<file path="config.mk">
export PLATFORM = sky130hd
export DESIGN_NAME = fetch_sequencer
export DESIGN_NICKNAME = d
export VERILOG_FILES = /design/src/rtl/cpu_pkg.sv /design/src/rtl/pc_counter.sv /design/src/rtl/fetch_sequencer.sv
export SDC_FILE = /design/constraint.sdc
export NUM_CORES = 1
export LEC_CHECK = 0
export CORE_MARGIN = 2
export CORE_UTILIZATION = 38
export CTS_CLUSTER_SIZE = 10
export DETAILED_ROUTE_END_ITERATION = 12
export PLACE_DENSITY_LB_ADDON = 0.08
export SLEW_MARGIN = 20
export SYNTH_ARGS = -nofsm -noshare
export SYNTH_HDL_FRONTEND = slang
export SYNTH_SLANG_ARGS = --single-unit
</file>
<file path="constraint.sdc">
create_clock -name clk -period 1.5 [get_ports clk]
set_clock_uncertainty 0.2 [all_clocks]
set_input_delay 0.3 -clock clk [delete_from_list [all_inputs] [get_ports clk]]
set_output_delay 0.3 -clock clk [all_outputs]
set_load 0.005 [all_outputs]
</file>
<file path="src/rtl/cpu_pkg.sv">
// Shared definitions for the fetch/sequencing datapath in front of the
// 8-phase instruction controller: opcode and phase encodings, the run-state
// encoding used by fetch_sequencer, and default bus widths.
package cpu_pkg;

    // Default widths
    localparam int AWIDTH = 5;
    localparam int DWIDTH = 8;
    localparam int OPW    = 3;

    typedef logic [2:0] phase_t;

    // Opcodes (upper OPW bits of the instruction word)
    localparam logic [2:0] HLT = 3'd0;
    localparam logic [2:0] SKZ = 3'd1;
    localparam logic [2:0] ADD = 3'd2;
    localparam logic [2:0] AND = 3'd3;
    localparam logic [2:0] XOR = 3'd4;
    localparam logic [2:0] LDA = 3'd5;
    localparam logic [2:0] STO = 3'd6;
    localparam logic [2:0] JMP = 3'd7;

    // Phase numbers decoded by the controller
    localparam phase_t PH_FETCH0 = 3'd0;
    localparam phase_t PH_FETCH1 = 3'd1;
    localparam phase_t PH_FETCH2 = 3'd2;
    localparam phase_t PH_FETCH3 = 3'd3;
    localparam phase_t PH_EXEC4  = 3'd4;
    localparam phase_t PH_EXEC5  = 3'd5;
    localparam phase_t PH_EXEC6  = 3'd6;
    localparam phase_t PH_EXEC7  = 3'd7;

    // Run-state encoding
    localparam logic [1:0] RUN    = 2'd0;
    localparam logic [1:0] HALTED = 2'd1;
    localparam logic [1:0] PAUSED = 2'd2;

endpackage

</file>
<file path="src/rtl/pc_counter.sv">
// Program counter register.
// Ports:
//   clk, rst : clock, synchronous active-high reset
//   en       : 0 freezes the counter (driven low while halted/paused)
//   load     : q <= d (wins over inc)
//   inc      : q <= q + 1, wrapping modulo 2^AWIDTH
//   d        : load value
//   q        : current program counter
module pc_counter #(
    parameter int AWIDTH = 5
) (
    input  logic              clk,
    input  logic              rst,
    input  logic              en,
    input  logic              load,
    input  logic              inc,
    input  logic [AWIDTH-1:0] d,
    output logic [AWIDTH-1:0] q
);

    always_ff @(posedge clk) begin
        if (rst) begin
            q <= '0;
        end else if (en) begin
            if (load)
                q <= d;
            else if (inc)
                q <= q + 1'b1;
        end
    end

endmodule

</file>
<file path="src/rtl/fetch_sequencer.sv">
// Sequencing and fetch datapath for the 8-phase instruction controller.
// Generates the phase count, holds the instruction register and the program
// counter, muxes the memory address, and adds halt / single-step run control.
// Ports:
//   clk, rst        : clock, synchronous active-high reset
//   data_in         : memory data bus, loaded into the IR on ld_ir
//   sel             : 1 = mem_addr shows pc, 0 = mem_addr shows ir_addr
//   ld_ir, inc_pc,
//   ld_pc, halt     : controller strobes (honoured only in RUN)
//   step_mode       : pause at the end of every instruction
//   run             : resume pulse from HALTED or PAUSED
//   phase           : current phase 0..7
//   opcode, ir_addr : IR fields
//   pc, mem_addr    : program counter, memory address (combinational mux)
//   halted, paused  : run-state decodes
//   insn_done       : high in the phase-7 cycle that wraps to phase 0
import cpu_pkg::*;

module fetch_sequencer #(
    parameter int AWIDTH = cpu_pkg::AWIDTH,
    parameter int DWIDTH = cpu_pkg::DWIDTH,
    parameter int OPW    = cpu_pkg::OPW
) (
    input  logic              clk,
    input  logic              rst,
    input  logic [DWIDTH-1:0] data_in,
    input  logic              sel,
    input  logic              ld_ir,
    input  logic              inc_pc,
    input  logic              ld_pc,
    input  logic              halt,
    input  logic              step_mode,
    input  logic              run,
    output logic [2:0]        phase,
    output logic [OPW-1:0]    opcode,
    output logic [AWIDTH-1:0] ir_addr,
    output logic [AWIDTH-1:0] pc,
    output logic [AWIDTH-1:0] mem_addr,
    output logic              halted,
    output logic              paused,
    output logic              insn_done
);

    logic [1:0]        state;
    logic [DWIDTH-1:0] ir;
    logic              active;

    // Strobes only matter while running; HALTED/PAUSED freeze pc and IR,
    // which also swallows the phase-4 inc_pc the controller keeps asserting
    // while a HLT sits in the IR.
    assign active = (state == RUN);

    pc_counter #(.AWIDTH(AWIDTH)) u_pc (
        .clk  (clk),
        .rst  (rst),
        .en   (active),
        .load (ld_pc),
        .inc  (inc_pc),
        .d    (ir_addr),
        .q    (pc)
    );

    always_ff @(posedge clk) begin
        if (rst)
            ir <= '0;
        else if (active && ld_ir)
            ir <= data_in;
    end

    always_ff @(posedge clk) begin
        if (rst) begin
            state <= RUN;
            phase <= PH_FETCH0;
        end else begin
            case (state)
                RUN: begin
                    // halt freezes the phase where it was raised so that
                    // resume continues with the rest of the HLT instruction.
                    if (halt) begin
                        state <= HALTED;
                    end else if (phase == PH_EXEC7 && step_mode) begin
                        state <= PAUSED;
                        phase <= PH_FETCH0;
                    end else begin
                        phase <= phase + 3'd1;
                    end
                end
                HALTED: begin
                    if (run) begin
                        state <= RUN;
                        phase <= phase + 3'd1;
                    end
                end
                PAUSED: begin
                    if (run) begin
                        state <= RUN;
                        phase <= PH_FETCH1;
                    end
                end
                default: begin
                    state <= RUN;
                    phase <= PH_FETCH0;
                end
            endcase
        end
    end

    assign opcode    = ir[DWIDTH-1 -: OPW];
    assign ir_addr   = ir[AWIDTH-1:0];
    assign mem_addr  = sel ? pc : ir_addr;
    assign halted    = (state == HALTED);
    assign paused    = (state == PAUSED);
    // A halt at phase 7 holds the phase, so that cycle does not finish
    // the instruction.
    assign insn_done = active && (phase == PH_EXEC7) && !halt;

endmodule

</file>
After elaboration in Yosys (flattened, before gate mapping)

Index checks and enable logic that the tools add are counted.
W data, S select, Z words.

Register bits: 18
Latch bits: 0
Memory bits (writable): 0
ROM bits: 0
Input bits: 17
Output and inout port bits: 24
Word-level logic and storage cells: 37
Memories kept: 0

$add $sub $neg: 2
$mul: 0
Div/mod/pow operators: 0
Order comparisons: 0
Equality and inequality tests: 8
Shift operators: 0
Mux-type cells: 12
Bitwise operators: 0
Reduce and logical (&&, ||, !) cells: 11

Operators with widths:

| cell                  | number |
|---|---|
| $mux W5               | 3 |
| $mux W3               | 4 |
| $pmux W3 S3           | 1 |
| $mux W2               | 3 |
| $ne A2 B2 Y1 const B  | 3 |
| $add A5 B1 Y5 const B | 1 |
| $logic_and A1 B1 Y1   | 4 |
| $pmux W2 S2           | 1 |
| $reduce_and A2 Y1     | 2 |
| $add A3 B1 Y3 const B | 1 |
| $eq A3 B3 Y1 const B  | 1 |
| $ne A3 B2 Y1 const B  | 1 |
| $reduce_and A3 Y1     | 1 |
| $eq A2 B1 Y1 const B  | 1 |
| $eq A2 B2 Y1 const B  | 1 |
| $logic_not A2 Y1      | 1 |
| $ne A2 B1 Y1 const B  | 1 |
| $reduce_bool A2 Y1    | 1 |
| $reduce_or A2 Y1      | 1 |
| $logic_not A1 Y1      | 1 |

Longest topological paths before layout

Gate-level depths: netlist of the first run.

Word-level depth: 5
Mapped depth: 5
Gate-level depth less buffers: 5

Hierarchy

Synthesis of the first run repeated with hierarchy kept, for this count alone.

Cell total of the unflattened synthesis: 118
Area total of the unflattened synthesis: 983.4 sq um

Modules (own cells, without submodules):

| module          | instances | cells an instance | area an instance (sq um) | sequential area each (sq um) |
|---|---|---|---|---|
| fetch_sequencer | 1         | 81                | 685.7                    | 260.2 |
| pc_counter      | 1         | 37                | 297.8                    | 100.1 |

Worst setup path after synthesis of the first run

OpenSTA, ideal clock, no wires.

Path type: reg-to-reg
Start: register phase[0]
End: register phase[1]
Library setup time: 92 ps
Arrival: 1,215 ps
Required time: 1,208 ps
Setup slack: -7 ps
Cell stages (with the launch flop): 6
Path buffers: 0
Period minus slack after synthesis: 1,507 ps
Cells stage by stage: dfxtp_1 -> ha_1 -> ha_1 -> a21boi_2 -> o2111ai_1 -> o32ai_1

Cells in the longest elaborated chain, start to end: 5
Elaborated cells on any way between the ends: 7
Those cells by class: add/sub (1); eq/ne (1); mux (4); reduce/logical (1)

Ends and longest elaborated chain:

| what                                                  | RTL line              | RTL |
|---|---|---|
| start: declaration                                    | fetch_sequencer.sv:34 | `output logic [2:0] phase,` |
| start signal: assignment                              | fetch_sequencer.sv:85 | `phase <= phase + 3'd1;` |
| start signal: assignment                              | fetch_sequencer.sv:91 | `phase <= phase + 3'd1;` |
| branches (longest 4 deep; another with $add A3 B1 Y3) | --                    |  |
| $pmux W3 S3 (*)                                       | fetch_sequencer.sv:75 | `case (state)` |

Every way passes the cells marked *. The select of a mux whose other input is x is not followed.
A chain may end at the register's enable or synchronous reset.

Worst setup path in the final report of the first run

Start: register phase[0]
End: register phase[2]

The elaborated chain is that of the path after synthesis.

==> results_tabular.tex, run 1 <==
\begin{tabular}{lr}
\hline
Metric & Value \\
\hline
\multicolumn{2}{l}{\textbf{Placed design}} \\
\quad Number of port buffers & 40 \\
\quad Gp weighted congestion & slightly below 0.8 \\
\quad DP Area & roughly 1600 µm² \\
\quad DP Worst Slack & -0.743 ns \\
\quad Post-DP HPWL & roughly 2200 µm \\
\multicolumn{2}{l}{\textbf{Synthesis}} \\
\quad Synthesis-stage register bit count & 18 \\
\quad Area share of the leading cell type in the synthesized netlist & 36.5\% \\
\quad Leading cell type by number of instances after synthesis & dfxtp\_1 \\
\quad Average instance area after synthesis & $\sim$8.3 µm² \\
\quad Synth area leaders & dfxtp\_1, ha\_1, nand3\_1 \\
\quad Yosys Warn Count & 0 \\
\quad Sequential share of the synthesized area & between 30\% and 40\% \\
\quad Top cell type by total area after synthesis & dfxtp\_1 \\
\quad Flip-flop cell with the highest count after synthesis & dfxtp\_1 \\
\quad Count of flip-flops with a built-in enable after synthesis & 0 \\
\quad Netlist area before placement & a little under 1000 µm² \\
\quad Cell count after synthesis & 119 \\
\quad Syn nets & around 140 \\
\quad Commonest cells in the synthesized netlist & dfxtp\_1, nand2\_1, nand3\_1, a21oi\_1, o21ai\_0 \\
\quad Synth unique cells & 28 \\
\quad Async S/R FF share, synth & 0\% \\
\multicolumn{2}{l}{\textbf{Timing}} \\
\quad Worst-margin pin slew & 0.226 ns \\
\quad Period minus WS final & $\sim$1.7 ns \\
\quad Post-route fraction of the period consumed by the critical path & 113\% \\
\quad Count of final max-slew check failures & 0 \\
\quad Final-report setup violation count & 12 \\
\quad Maximum achievable frequency & between 500 and 600 MHz \\
\quad Number of hold violations in the final report & 0 \\
\quad Setup repair after global routing missed its margin & yes \\
\quad Relative slew slack & roughly 85\% \\
\quad Worst path setup slack after routing & -0.192 ns \\
\multicolumn{2}{l}{\textbf{Min path}} \\
\quad Hold endpoint & ir[6] \\
\quad Hold Path Cell Cnt & 2 \\
\quad Startpoint of the tightest hold check path & ir[6] \\
\quad Classification of the worst-slack hold path & reg2reg \\
\multicolumn{2}{l}{\textbf{Power and ir drop}} \\
\quad Sequential share of power & between 40\% and 50\% \\
\quad Static Leak & approximately 0.80 nW \\
\quad Clock share of power & a little under a quarter \\
\quad Total net switching power & around 0.37 mW \\
\quad Internal power & between 0.9 and 1 mW \\
\quad Peak VDD IR & approximately 0.5 mV \\
\quad Switching part of the total power & $\sim$29\% \\
\quad Power per cell area & between 600 and 700 nW/µm² \\
\quad Comb power frac & 34.5\% \\
\multicolumn{2}{l}{\textbf{GRT}} \\
\quad Largest net degree at the start of global routing & 12 \\
\quad Congestion Overflow GR & 0 \\
\quad Wire length of the first global-routing pass & 4590 µm \\
\quad Tot GR Track Use & a little over a fifth \\
\quad Number of antenna violations at the first check in global routing & 0 \\
\quad Vias in the first global route & 1048 \\
\multicolumn{2}{l}{\textbf{Die}} \\
\quad Cell row count & 18 \\
\quad Area of the core & 2480 µm² \\
\quad Area of the die & between 3000 and 4000 µm² \\
\quad Die boundary height & roughly 55 µm \\
\quad Floorplan die width & roughly 55 µm \\
\quad Initial standard-cell utilization of the core & 39.8\% \\
\quad Number of I/O pins & a little over 40 \\
\multicolumn{2}{l}{\textbf{Status}} \\
\quad Run status & finished with violations \\
\quad Violations in the final reports & setup timing \\
\multicolumn{2}{l}{\textbf{Route}} \\
\quad Remaining routing DRC violations & 0 \\
\quad Routed WL per cell & 14.3 µm \\
\quad Via count normalized by instance count & around 5.2 \\
\quad Number of vias in the routed layout & 1147 \\
\quad TritonRoute pass-1 iters & 4 \\
\quad DRT antenna net count & 0 \\
\quad Total wire length & $\sim$3200 µm \\
\quad First DRT Iteration DRCs & 23 \\
\multicolumn{2}{l}{\textbf{Critical path}} \\
\quad Arrival time reported for the critical path endpoint & 1.69 ns \\
\quad Cell seen most often among critical-path stages & ha\_4 \\
\quad Largest incremental delay on the critical path & around 0.36 ns \\
\quad List of cells traversed by the critical path & ha\_4 -> ha\_4 -> buf\_6 -> a21boi\_4 -> o2111ai\_4 -> o32ai\_2 \\
\quad FF-to-FF Start & phase[0] \\
\quad Required time at the worst-slack endpoint & roughly 1.5 ns \\
\quad Largest fanout on the critical path & 3 \\
\quad Cell with the biggest individual delay on the critical path & dfxtp\_2 \\
\quad Number of cells on the worst reg-to-reg path & 6 \\
\quad Register-to-Register Setup Slack & -0.19 ns \\
\quad Worst Setup SP & phase[0] \\
\quad Setup crit end kind & register \\
\quad Critical path startpoint category & register \\
\quad End of the worst register-to-register path & phase[2] \\
\quad Crit Path Category & reg2reg \\
\multicolumn{2}{l}{\textbf{Cells and area}} \\
\quad Proportion of layout cells with a drive suffix above 1 & 51.3\% \\
\quad Post-Route Utilization & roughly three quarters \\
\quad Final Cell Area & roughly 1800 µm² \\
\quad Net count, final & 216 \\
\quad Antenna diode count & 0 \\
\quad Fill count & 193 \\
\quad Area delta synth->final & 86.3\% \\
\multicolumn{2}{l}{\textbf{Clock tree}} \\
\quad Latest clock arrival within the worst-skew pair & 0.29 ns \\
\quad Register clock-pin slew on the reported worst setup and hold paths & between 0.1 and 0.15 ns \\
\quad Count of hold buffers inserted by post-cts repair & 0 \\
\quad CTS sink count & 18 \\
\quad CTS HTree Levels & 1 \\
\quad Number of buffers created by CTS & 3 \\
\quad Clock root cell & clkbuf\_4 \\
\quad Clock tree from TritonCTS & yes \\
\quad Worst-case clock buffer depth & 2 \\
\multicolumn{2}{l}{\textbf{Job}} \\
\quad Maxcap violations & 0 \\
\hline
\end{tabular}
[power groups by stage]
stage          logic [mW]  registers [mW]  clock network, mW
2_1_floorplan       0.139           0.552                  0
3_3_place_gp        0.370           0.538                  0
3_5_place_dp        0.379           0.539                  0
4_1_cts             0.411           0.537              0.311
5_1_grt             0.485           0.543              0.343
6_report            0.444           0.539              0.304
[worst max-delay path: cells and delay by family (launching register included)]
kind                       cells  cell delay [ns]
buffers and inverters          1             0.11
AOI/OAI and AO/OA              3             0.62
adders and majority gates      2             0.32
DFF                            1             0.36
[cells in the final DEF, fill, tap and decap left out, drive strengths merged, types with 3 or more instances in the layout]
cell and count:
mux2 5, nand2b 5, nand2 13, nor2b 3, clkbuf 14, nor2 4
nand3 13, a21oi 12, o21ai 8, dfxtp 18, buf 43, dlygate4sd2 3
clkdlybuf4s50 15, inv 7, ha 7
[area by class of cell]
type	count	area, µm²	area share [%]
multi-input combinational	89	728	39.6
timing repair buffer	73	623	33.9
sequential	18	383	20.8
tap	30	37.5	2.04
clock buffer	4	36.3	1.97
inverter	7	31.3	1.70
[per-stage QoR]
stage / hold WS, ns / instances / setup TNS [ns] / power, mW
CTS: 0.257 / 220 / -0.866 / 1.26
detailed placement: 0.246 / 211 / -6.15 / 0.918
global route: 0.282 / 221 / -1.46 / 1.37
floorplan: 0.247 / 119 / 0 / 0.691
finish: 0.257 / 221 / -0.837 / 1.29
global placement: 0.240 / 211 / -5.54 / 0.908
[how the worst max path moves through the flow]
stage	end	slack (ns)	depth (start not counted)
finish	phase[2]	-0.19	6
global route	phase[2]	-0.23	6
CTS	phase[2]	-0.17	6
detailed placement	mem_addr[4]	-0.74	3
global placement	mem_addr[3]	-0.69	3
floorplan	phase[1]	0.008	5
[registers in the layout, summed over array words and instances, names as in the netlist]
register / count
phase: 3
u_pc.q: 5
state: 2
ir: 8
[per-layer routing]
layer	GRT usage (%)	routed length (µm)	share of wire (%)	up-vias
li1	-	-	-	571
met1	26.9	1410	45	543
met2	37.3	1600	50	29
met3	4.03	124	3.9	4
met4	3.66	32	1.0	0
met5	0	0	0	-
[cells by family (layout without fill, tap and decap cells)]
logic type	after synthesis	after routing	share of synthesized area (%)
simple gates	41	41	20.2
compound gates	34	34	21.8
flops	18	18	36.5
buf+inv	12	84	4.94
fa+ha+maj	7	7	8.87
mux	7	7	7.73
[what timing repair did]
| action | 4_1_cts | 5_1_grt |
|---|---|---|
| resized for setup | 113 | 31 |
| pin swaps | 6 | 8 |
| setup endpoints to repair | 42 | 35 |
| setup buffers | 5 | 1 |
No activity file was read; power rests on OpenSTA's default activity.
==> run 2, diff against run 1 <==
- CORE_UTILIZATION: 38 -> 42
- SKIP_LAST_GASP: default -> 1
- SLEW_MARGIN: 20 -> 25
- clock period: 1.5 -> 1.58 ns (I/O delays scaled with it)
==> run 2 against run 1 <==
Compared with the run above: the flow still finishes with violations (setup timing); core utilization increased by 6.3 points; non-clock buffer count decreased by 6; clock-buffer cell count unchanged; global-route usage increased by 1.9 points; die area decreased by 8.9%; wire length decreased by 1.1%; sequential power decreased by 5.2%; critical path depth unchanged; register-to-register slack improved by 0.06 ns; design area decreased by 3.1%; final cell count decreased by 3.6%; flip-flop and latch count unchanged; critical path type unchanged; largest power group unchanged; highest routed layer unchanged.
==> results_tabular.tex, run 2 (same netlist as run 1, synthesis figures left out) <==
\begin{tabular}{lr}
\hline
Metric & Value \\
\hline
\multicolumn{2}{l}{\textbf{Cells and area}} \\
\quad Commonest cells after routing, fill and taps aside & buf\_4, dfxtp\_2, clkdlybuf4s50\_1 (unchanged) \\
\quad Final Cell Area & 1780 µm² (was 1840 µm²) \\
\quad Top flop regs & ir (8), u\_pc.q (5), phase (3) (unchanged) \\
\quad Antenna diode count & 0 (unchanged) \\
\quad Biggest register & ir (unchanged) \\
\quad Largest register FFs & 8 (unchanged) \\
\quad Net count, final & 210 (was 216) \\
\quad Fill count & 151 (was 193) \\
\quad Proportion of layout cells with a drive suffix above 1 & 42.2\% (was 51.3\%) \\
\quad Leading cell type in the layout, fill and taps excluded & buf\_4 (unchanged) \\
\quad Area delta synth->final & 80.5\% (was 86.3\%) \\
\multicolumn{2}{l}{\textbf{Placed design}} \\
\quad Gp weighted congestion & 0.814 (was 0.769) \\
\quad DP Area & 1600 µm² (was 1620 µm²) \\
\quad DP Worst Slack & -0.683 ns (was -0.743 ns) \\
\quad Number of port buffers & 40 (unchanged) \\
\quad Post-DP HPWL & 2140 µm (was 2160 µm) \\
\multicolumn{2}{l}{\textbf{Critical path}} \\
\quad Arrival time reported for the critical path endpoint & 1.73 ns (was 1.69 ns) \\
\quad Crit Path Category & reg2reg (unchanged) \\
\quad Largest incremental delay on the critical path & 0.37 ns (was 0.36 ns) \\
\quad Setup crit end kind & register (unchanged) \\
\quad Cell with the biggest individual delay on the critical path & dfxtp\_4 (was dfxtp\_2) \\
\quad Cell seen most often among critical-path stages & ha\_4 (unchanged) \\
\quad Critical path startpoint category & register (unchanged) \\
\quad Largest delay share family, worst path & compound AO/OA/AOI/OAI gates (unchanged) \\
\quad List of cells traversed by the critical path & ha\_4 -> ha\_4 -> buf\_4 -> a21boi\_4 -> o2111ai\_4 -> o32ai\_2 (was ha\_4 -> ha\_4 -> buf\_6 -> a21boi\_4 -> o2111ai\_4 -> o32ai\_2) \\
\quad Required time at the worst-slack endpoint & 1.60 ns (was 1.50 ns) \\
\quad Largest fanout on the critical path & 3 (unchanged) \\
\quad Combined buffer and inverter count along the critical path & 1 (unchanged) \\
\multicolumn{2}{l}{\textbf{Timing}} \\
\quad Period minus WS final & 1.71 ns (was 1.69 ns) \\
\quad Number of hold violations in the final report & 0 (unchanged) \\
\quad Worst path setup slack after routing & -0.131 ns (was -0.192 ns) \\
\quad Final-report setup violation count & 8 (was 12) \\
\quad Count of final max-slew check failures & 0 (unchanged) \\
\quad Relative slew slack & 78.5\% (was 84.8\%) \\
\quad Maximum achievable frequency & 584 MHz (was 591 MHz) \\
\quad Worst-margin pin slew & 0.319 ns (was 0.226 ns) \\
\quad Setup repair after global routing missed its margin & yes (unchanged) \\
\quad Post-route fraction of the period consumed by the critical path & 108\% (was 113\%) \\
\multicolumn{2}{l}{\textbf{Clock tree}} \\
\quad Register clock-pin slew on the reported worst setup and hold paths & 0.10 ns (was 0.11 ns) \\
\quad CTS sink count & 18 (unchanged) \\
\quad Clock root cell & clkbuf\_4 (unchanged) \\
\quad Latest clock arrival within the worst-skew pair & 0.30 ns (was 0.29 ns) \\
\quad Number of buffers created by CTS & 3 (unchanged) \\
\quad Worst-case clock buffer depth & 2 (unchanged) \\
\quad Clock tree from TritonCTS & yes (unchanged) \\
\quad CTS HTree Levels & 1 (unchanged) \\
\multicolumn{2}{l}{\textbf{Power and ir drop}} \\
\quad Comb power frac & 33.4\% (was 34.5\%) \\
\quad Internal power & 0.856 mW (was 0.915 mW) \\
\quad Sequential share of power & 42.5\% (was 41.9\%) \\
\quad Power per cell area & 675 nW/µm² (was 700 nW/µm²) \\
\quad Peak VDD IR & 0.573 mV (was 0.510 mV) \\
\quad Switching part of the total power & 28.9\% (about the same) \\
\quad Clock share of power & 24.1\% (was 23.6\%) \\
\quad Static Leak & 0.765 nW (was 0.796 nW) \\
\quad Total net switching power & 0.347 mW (was 0.372 mW) \\
\multicolumn{2}{l}{\textbf{GRT}} \\
\quad Largest net degree at the start of global routing & 22 (was 12) \\
\quad Met2 track utilization from global routing & 39.2\% (was 37.3\%) \\
\quad Number of antenna violations at the first check in global routing & 0 (unchanged) \\
\quad Layer carrying the most global-route usage & met2 (unchanged) \\
\quad Routing usage on met3 & 6.00\% (was 4.03\%) \\
\quad Wire length of the first global-routing pass & 4570 µm (was 4590 µm) \\
\quad Vias in the first global route & 1048 (unchanged) \\
\quad Global Route met1 Usage & 27.1\% (was 26.9\%) \\
\quad Tot GR Track Use & 23.0\% (was 21.1\%) \\
\quad Congestion Overflow GR & 0 (unchanged) \\
\multicolumn{2}{l}{\textbf{Route}} \\
\quad Remaining routing DRC violations & 0 (unchanged) \\
\quad DRT antenna net count & 0 (unchanged) \\
\quad Via count normalized by instance count & 5.38 (was 5.19) \\
\quad Total wire length & 3130 µm (was 3160 µm) \\
\quad Routed WL per cell & 14.7 µm (was 14.3 µm) \\
\quad Number of vias in the routed layout & 1145 (was 1147) \\
\quad TritonRoute pass-1 iters & 4 (unchanged) \\
\quad First DRT Iteration DRCs & 25 (was 23) \\
\multicolumn{2}{l}{\textbf{Die}} \\
\quad Area of the die & 2750 µm² (was 3020 µm²) \\
\quad Number of I/O pins & 41 (unchanged) \\
\quad Cell row count & 17 (was 18) \\
\quad Die boundary height & 52.5 µm (was 55.0 µm) \\
\quad Area of the core & 2210 µm² (was 2480 µm²) \\
\quad Floorplan die width & 52.5 µm (was 55.0 µm) \\
\quad Initial standard-cell utilization of the core & 44.6\% (was 39.8\%) \\
\multicolumn{2}{l}{\textbf{Status}} \\
\quad Run status & finished with violations (unchanged) \\
\quad Violations in the final reports & setup timing (unchanged) \\
\multicolumn{2}{l}{\textbf{Job}} \\
\quad Maxcap violations & 0 (unchanged) \\
\multicolumn{2}{l}{\textbf{Min path}} \\
\quad Classification of the worst-slack hold path & reg2reg (unchanged) \\
\hline
\end{tabular}
[run 2: cell count changes in the layout (fill, tap and decap cells not counted), sizes merged]
| cell | delta |
|---|---|
| clkbuf | -8 |
| buf | -9 |
| clkdlybuf4s15 | +8 |
| dlygate4sd2 | +3 |
[run 2: stage by stage]
step	TNS, ns	instances	power, mW	utilization, %	hold WS [ns]
2_1_floorplan	0	119	0.656	-	0.253
3_3_place_gp	-4.36	207	0.860	72.3	0.243
3_5_place_dp	-4.84	207	0.872	72.3	0.253
4_1_cts	-0.538	213	1.17	77.1	0.263
5_1_grt	-1.01	213	1.27	80.5	0.282
6_report	-0.577	213	1.20	80.5	0.262
[run 2: path summary, 6_finish.rpt]
| path | startpoint | slack, ns | endpoint | depth (start not counted) |
|---|---|---|---|---|
| hold reg to reg | ir[5] | 0.26 | ir[5] | 2 |
| setup / recovery | phase[0] | -0.13 | phase[2] | 6 |
| hold / removal | ir[5] | 0.26 | ir[5] | 2 |
| setup reg to reg | phase[0] | -0.13 | phase[2] | 6 |
[run 2: area by class of cell]
class	count	area (µm²)	share of cell area, %
sequential	18	384	21.6
inverter	7	26.3	1.47
tap	28	35.0	1.97
timing repair buffer	67	601	33.7
clock buffer	4	36.3	2.04
multi-input combinational	89	699	39.3
[run 2: repair_timing]
item                                    4_1_cts  5_1_grt
pin swaps                                     6        6
buffers inserted                              2        0
hold buffers                                  0        0
resized for setup                            83       26
endpoints found under the setup margin       29       25
[run 2: worst min-delay path, cell delays in order, from the launching register on]
cell     delay [ns]
dfxtp_1        0.32
nand2_1        0.05
a21oi_1        0.05
[run 2: per-layer routing]
layer / vias to the layer above / share of wire, %
li1: 555 / -
met1: 540 / 40
met2: 43 / 53
met3: 7 / 5.9
met4: 0 / 1.3
met5: - / 0
[run 2: power by group through the flow]
stage                     Sequential (mW)  Clock, mW  Combinational [mW]
final                               0.511      0.290               0.402
after global routing                0.514      0.320               0.434
after CTS                           0.510      0.298               0.358
after detailed placement            0.512          0               0.361
after global placement              0.511          0               0.349
after floorplan                     0.524          0               0.132
==> run 3, diff against run 2 <==
- CORE_ASPECT_RATIO: default -> 1.5
- CORE_UTILIZATION: 42 -> 38
- clock period: 1.58 -> 1.41 ns (I/O delays scaled with it)
==> run 3 against run 2 <==
Compared with the run above: the run still ends with setup timing left; sequential share of layout area fell by 1.9 points; critical path depth decreased by 1; non-clock buffer count rose by 15; power up 19%; via count is 6.5% higher; highest routed layer unchanged; largest cell class unchanged; register-to-register slack worse by 0.11 ns; clock-buffer cell count unchanged; first-iteration DRC count is 4.0% lower.
==> results_tabular.tex, run 3 (same netlist as run 1, synthesis figures left out) <==
\begin{tabular}{lr}
\hline
Metric & Value \\
\hline
\multicolumn{2}{l}{\textbf{Status}} \\
\quad Run status & finished with violations (unchanged) \\
\quad Violations in the final reports & setup timing (unchanged) \\
\multicolumn{2}{l}{\textbf{Route}} \\
\quad Routed WL per cell & 15.9 µm (was 14.7 µm) \\
\quad TritonRoute pass-1 iters & 4 (unchanged) \\
\quad Via count normalized by instance count & 5.44 (was 5.38) \\
\quad First DRT Iteration DRCs & 24 (was 25) \\
\quad Remaining routing DRC violations & 0 (unchanged) \\
\quad Number of vias in the routed layout & 1219 (was 1145) \\
\quad DRT antenna net count & 0 (unchanged) \\
\quad Total wire length & 3570 µm (was 3130 µm) \\
\multicolumn{2}{l}{\textbf{Power and ir drop}} \\
\quad Sequential share of power & 40.0\% (was 42.5\%) \\
\quad Total net switching power & 0.426 mW (was 0.347 mW) \\
\quad Overall power & 1.43 mW (was 1.20 mW) \\
\quad Power per cell area & 726 nW/µm² (was 675 nW/µm²) \\
\quad Peak VDD IR & 0.564 mV (was 0.573 mV) \\
\quad Static Leak & 0.862 nW (was 0.765 nW) \\
\quad Clock share of power & 22.9\% (was 24.1\%) \\
\quad Internal power & 1.01 mW (was 0.856 mW) \\
\quad Comb power frac & 37.1\% (was 33.4\%) \\
\quad Switching part of the total power & 29.7\% (was 28.9\%) \\
\multicolumn{2}{l}{\textbf{GRT}} \\
\quad Tot GR Track Use & 23.0\% (about the same) \\
\quad Number of antenna violations at the first check in global routing & 0 (unchanged) \\
\quad Wire length of the first global-routing pass & 5020 µm (was 4570 µm) \\
\quad Largest net degree at the start of global routing & 11 (was 22) \\
\quad Congestion Overflow GR & 0 (unchanged) \\
\quad Vias in the first global route & 1102 (was 1048) \\
\multicolumn{2}{l}{\textbf{Cells and area}} \\
\quad FF+latch area & 388 µm² (was 384 µm²) \\
\quad Final Cell Area & 1980 µm² (was 1780 µm²) \\
\quad Area delta synth->final & 100\% (was 80.5\%) \\
\quad Post-Route Utilization & 80.7\% (was 80.5\%) \\
\quad Largest register FFs & 8 (unchanged) \\
\quad Antenna diode count & 0 (unchanged) \\
\quad Area occupied by multi-input gates & 762 µm² (was 699 µm²) \\
\quad Biggest register & ir (unchanged) \\
\quad Commonest cells after routing, fill and taps aside & buf\_4, buf\_6, dfxtp\_2 (was buf\_4, dfxtp\_2, clkdlybuf4s50\_1) \\
\quad Fill count & 171 (was 151) \\
\quad Leading cell type in the layout, fill and taps excluded & buf\_4 (unchanged) \\
\quad Cell Count, Final, Fillers Out & 224 (was 213) \\
\quad Top flop regs & ir (8), u\_pc.q (5), phase (3) (unchanged) \\
\quad Proportion of layout cells with a drive suffix above 1 & 58.0\% (was 42.2\%) \\
\quad Net count, final & 225 (was 210) \\
\multicolumn{2}{l}{\textbf{Clock tree}} \\
\quad Number of buffers created by CTS & 3 (unchanged) \\
\quad Worst-case clock buffer depth & 2 (unchanged) \\
\quad Count of hold buffers inserted by post-cts repair & 0 (unchanged) \\
\quad CTS sink count & 18 (unchanged) \\
\quad Register clock-pin slew on the reported worst setup and hold paths & 0.11 ns (was 0.10 ns) \\
\quad Clock root cell & clkbuf\_4 (unchanged) \\
\quad Latest clock arrival within the worst-skew pair & 0.30 ns (about the same) \\
\quad CTS HTree Levels & 1 (unchanged) \\
\quad Clock tree from TritonCTS & yes (unchanged) \\
\multicolumn{2}{l}{\textbf{Placed design}} \\
\quad Inst Count DP & 207 (unchanged) \\
\quad DP Area & 1710 µm² (was 1600 µm²) \\
\quad Gp weighted congestion & 0.794 (was 0.814) \\
\quad Number of port buffers & 40 (unchanged) \\
\quad DP Worst Slack & -0.757 ns (was -0.683 ns) \\
\quad Post-DP HPWL & 2300 µm (was 2140 µm) \\
\multicolumn{2}{l}{\textbf{Timing}} \\
\quad Final-report setup violation count & 19 (was 8) \\
\quad Number of hold violations in the final report & 0 (unchanged) \\
\quad Setup repair after global routing missed its margin & yes (unchanged) \\
\quad Final sum of negative setup slack & -2.15 ns (was -0.577 ns) \\
\quad Worst path setup slack after routing & -0.248 ns (was -0.131 ns) \\
\quad Count of final max-slew check failures & 0 (unchanged) \\
\quad Post-route fraction of the period consumed by the critical path & 118\% \\
\quad Maximum achievable frequency & 603 MHz \\
\quad Relative slew slack & 79.8\% (was 78.5\%) \\
\quad Worst-margin pin slew & 0.303 ns (was 0.319 ns) \\
\quad Fin Hold WS & 0.271 ns (was 0.262 ns) \\
\quad Period minus WS final & between 1.5 and 2 ns \\
\multicolumn{2}{l}{\textbf{Die}} \\
\quad Area of the core & 2450 µm² (was 2210 µm²) \\
\quad Cell row count & 22 (was 17) \\
\quad Initial standard-cell utilization of the core & 40.3\% (was 44.6\%) \\
\quad Area of the die & 3030 µm² (was 2750 µm²) \\
\quad Floorplan die width & 45.6 µm (was 52.5 µm) \\
\quad Die boundary height & 66.4 µm (was 52.5 µm) \\
\quad Number of I/O pins & 41 (unchanged) \\
\multicolumn{2}{l}{\textbf{Critical path}} \\
\quad Setup crit end kind & primary output (was register) \\
\quad Required time at the worst-slack endpoint & 0.93 ns (was 1.60 ns) \\
\quad Largest fanout on the critical path & 2 (was 3) \\
\quad Crit Path Category & reg2out (was reg2reg) \\
\quad Arrival time reported for the critical path endpoint & 1.18 ns (was 1.73 ns) \\
\quad Critical path startpoint category & register (unchanged) \\
\multicolumn{2}{l}{\textbf{Min path}} \\
\quad Classification of the worst-slack hold path & reg2reg (unchanged) \\
\multicolumn{2}{l}{\textbf{Job}} \\
\quad Maxcap violations & 0 (unchanged) \\
\hline
\end{tabular}
-- run 3: cell types whose count changed in the layout (fill, tap and decap cells not counted), sizes merged --
cell / change
clkdlybuf4s15: -7
buf: +27
dlygate4sd2: -5
-- run 3: worst paths after layout --
kind | start | endpoint | slack [ns] | cells after the start
worst min-delay path | ir[7] | ir[7] | 0.27 | 2
worst max-delay path | state[0] | insn_done | -0.25 | 5
worst max register to register | phase[1] | phase[2] | -0.24 | 6
worst min register to register | ir[7] | ir[7] | 0.27 | 2
-- run 3: routing by layer --
metal | global-route usage (%) | wire length, µm | vias to the layer above | part of all wire, %
met5 | 0 | 0 | - | 0
met2 | 43.5 | 2070 | 44 | 58
met4 | 8.82 | 44 | 0 | 1.2
met1 | 23.7 | 1290 | 579 | 36
li1 | - | - | 590 | -
met3 | 3.55 | 167 | 6 | 4.7
-- run 3: power groups by stage --
stage	clock network, mW	registers [mW]	logic [mW]
6_report	0.329	0.573	0.532
5_1_grt	0.356	0.578	0.567
4_1_cts	0.340	0.571	0.438
3_5_place_dp	0	0.580	0.434
3_3_place_gp	0	0.579	0.422
2_1_floorplan	0	0.595	0.169
-- run 3: final cells by class --
class / instances / share of cell area, %
repair buffers: 82 / 36.9
clock buffers: 4 / 1.84
multi-input cells: 89 / 38.5
flip-flops and latches: 18 / 19.6
inverters: 7 / 1.58
well taps: 24 / 1.52
-- run 3: worst max-delay path, stage by stage, from the launching register on --
cell	delay, ns
dfxtp_4	0.37
inv_4	0.08
ha_4	0.14
nand2b_1	0.07
nor2_1	0.11
buf_2	0.12
-- run 3: repair_timing --
| action | 4_1_cts | 5_1_grt |
|---|---|---|
| endpoints found under the setup margin | 42 | 32 |
| gates resized for setup | 123 | 32 |
| hold endpoints to repair | 0 | 0 |
| buffers inserted | 6 | 6 |
| gates cloned | 0 | 1 |
| pin swaps | 7 | 10 |
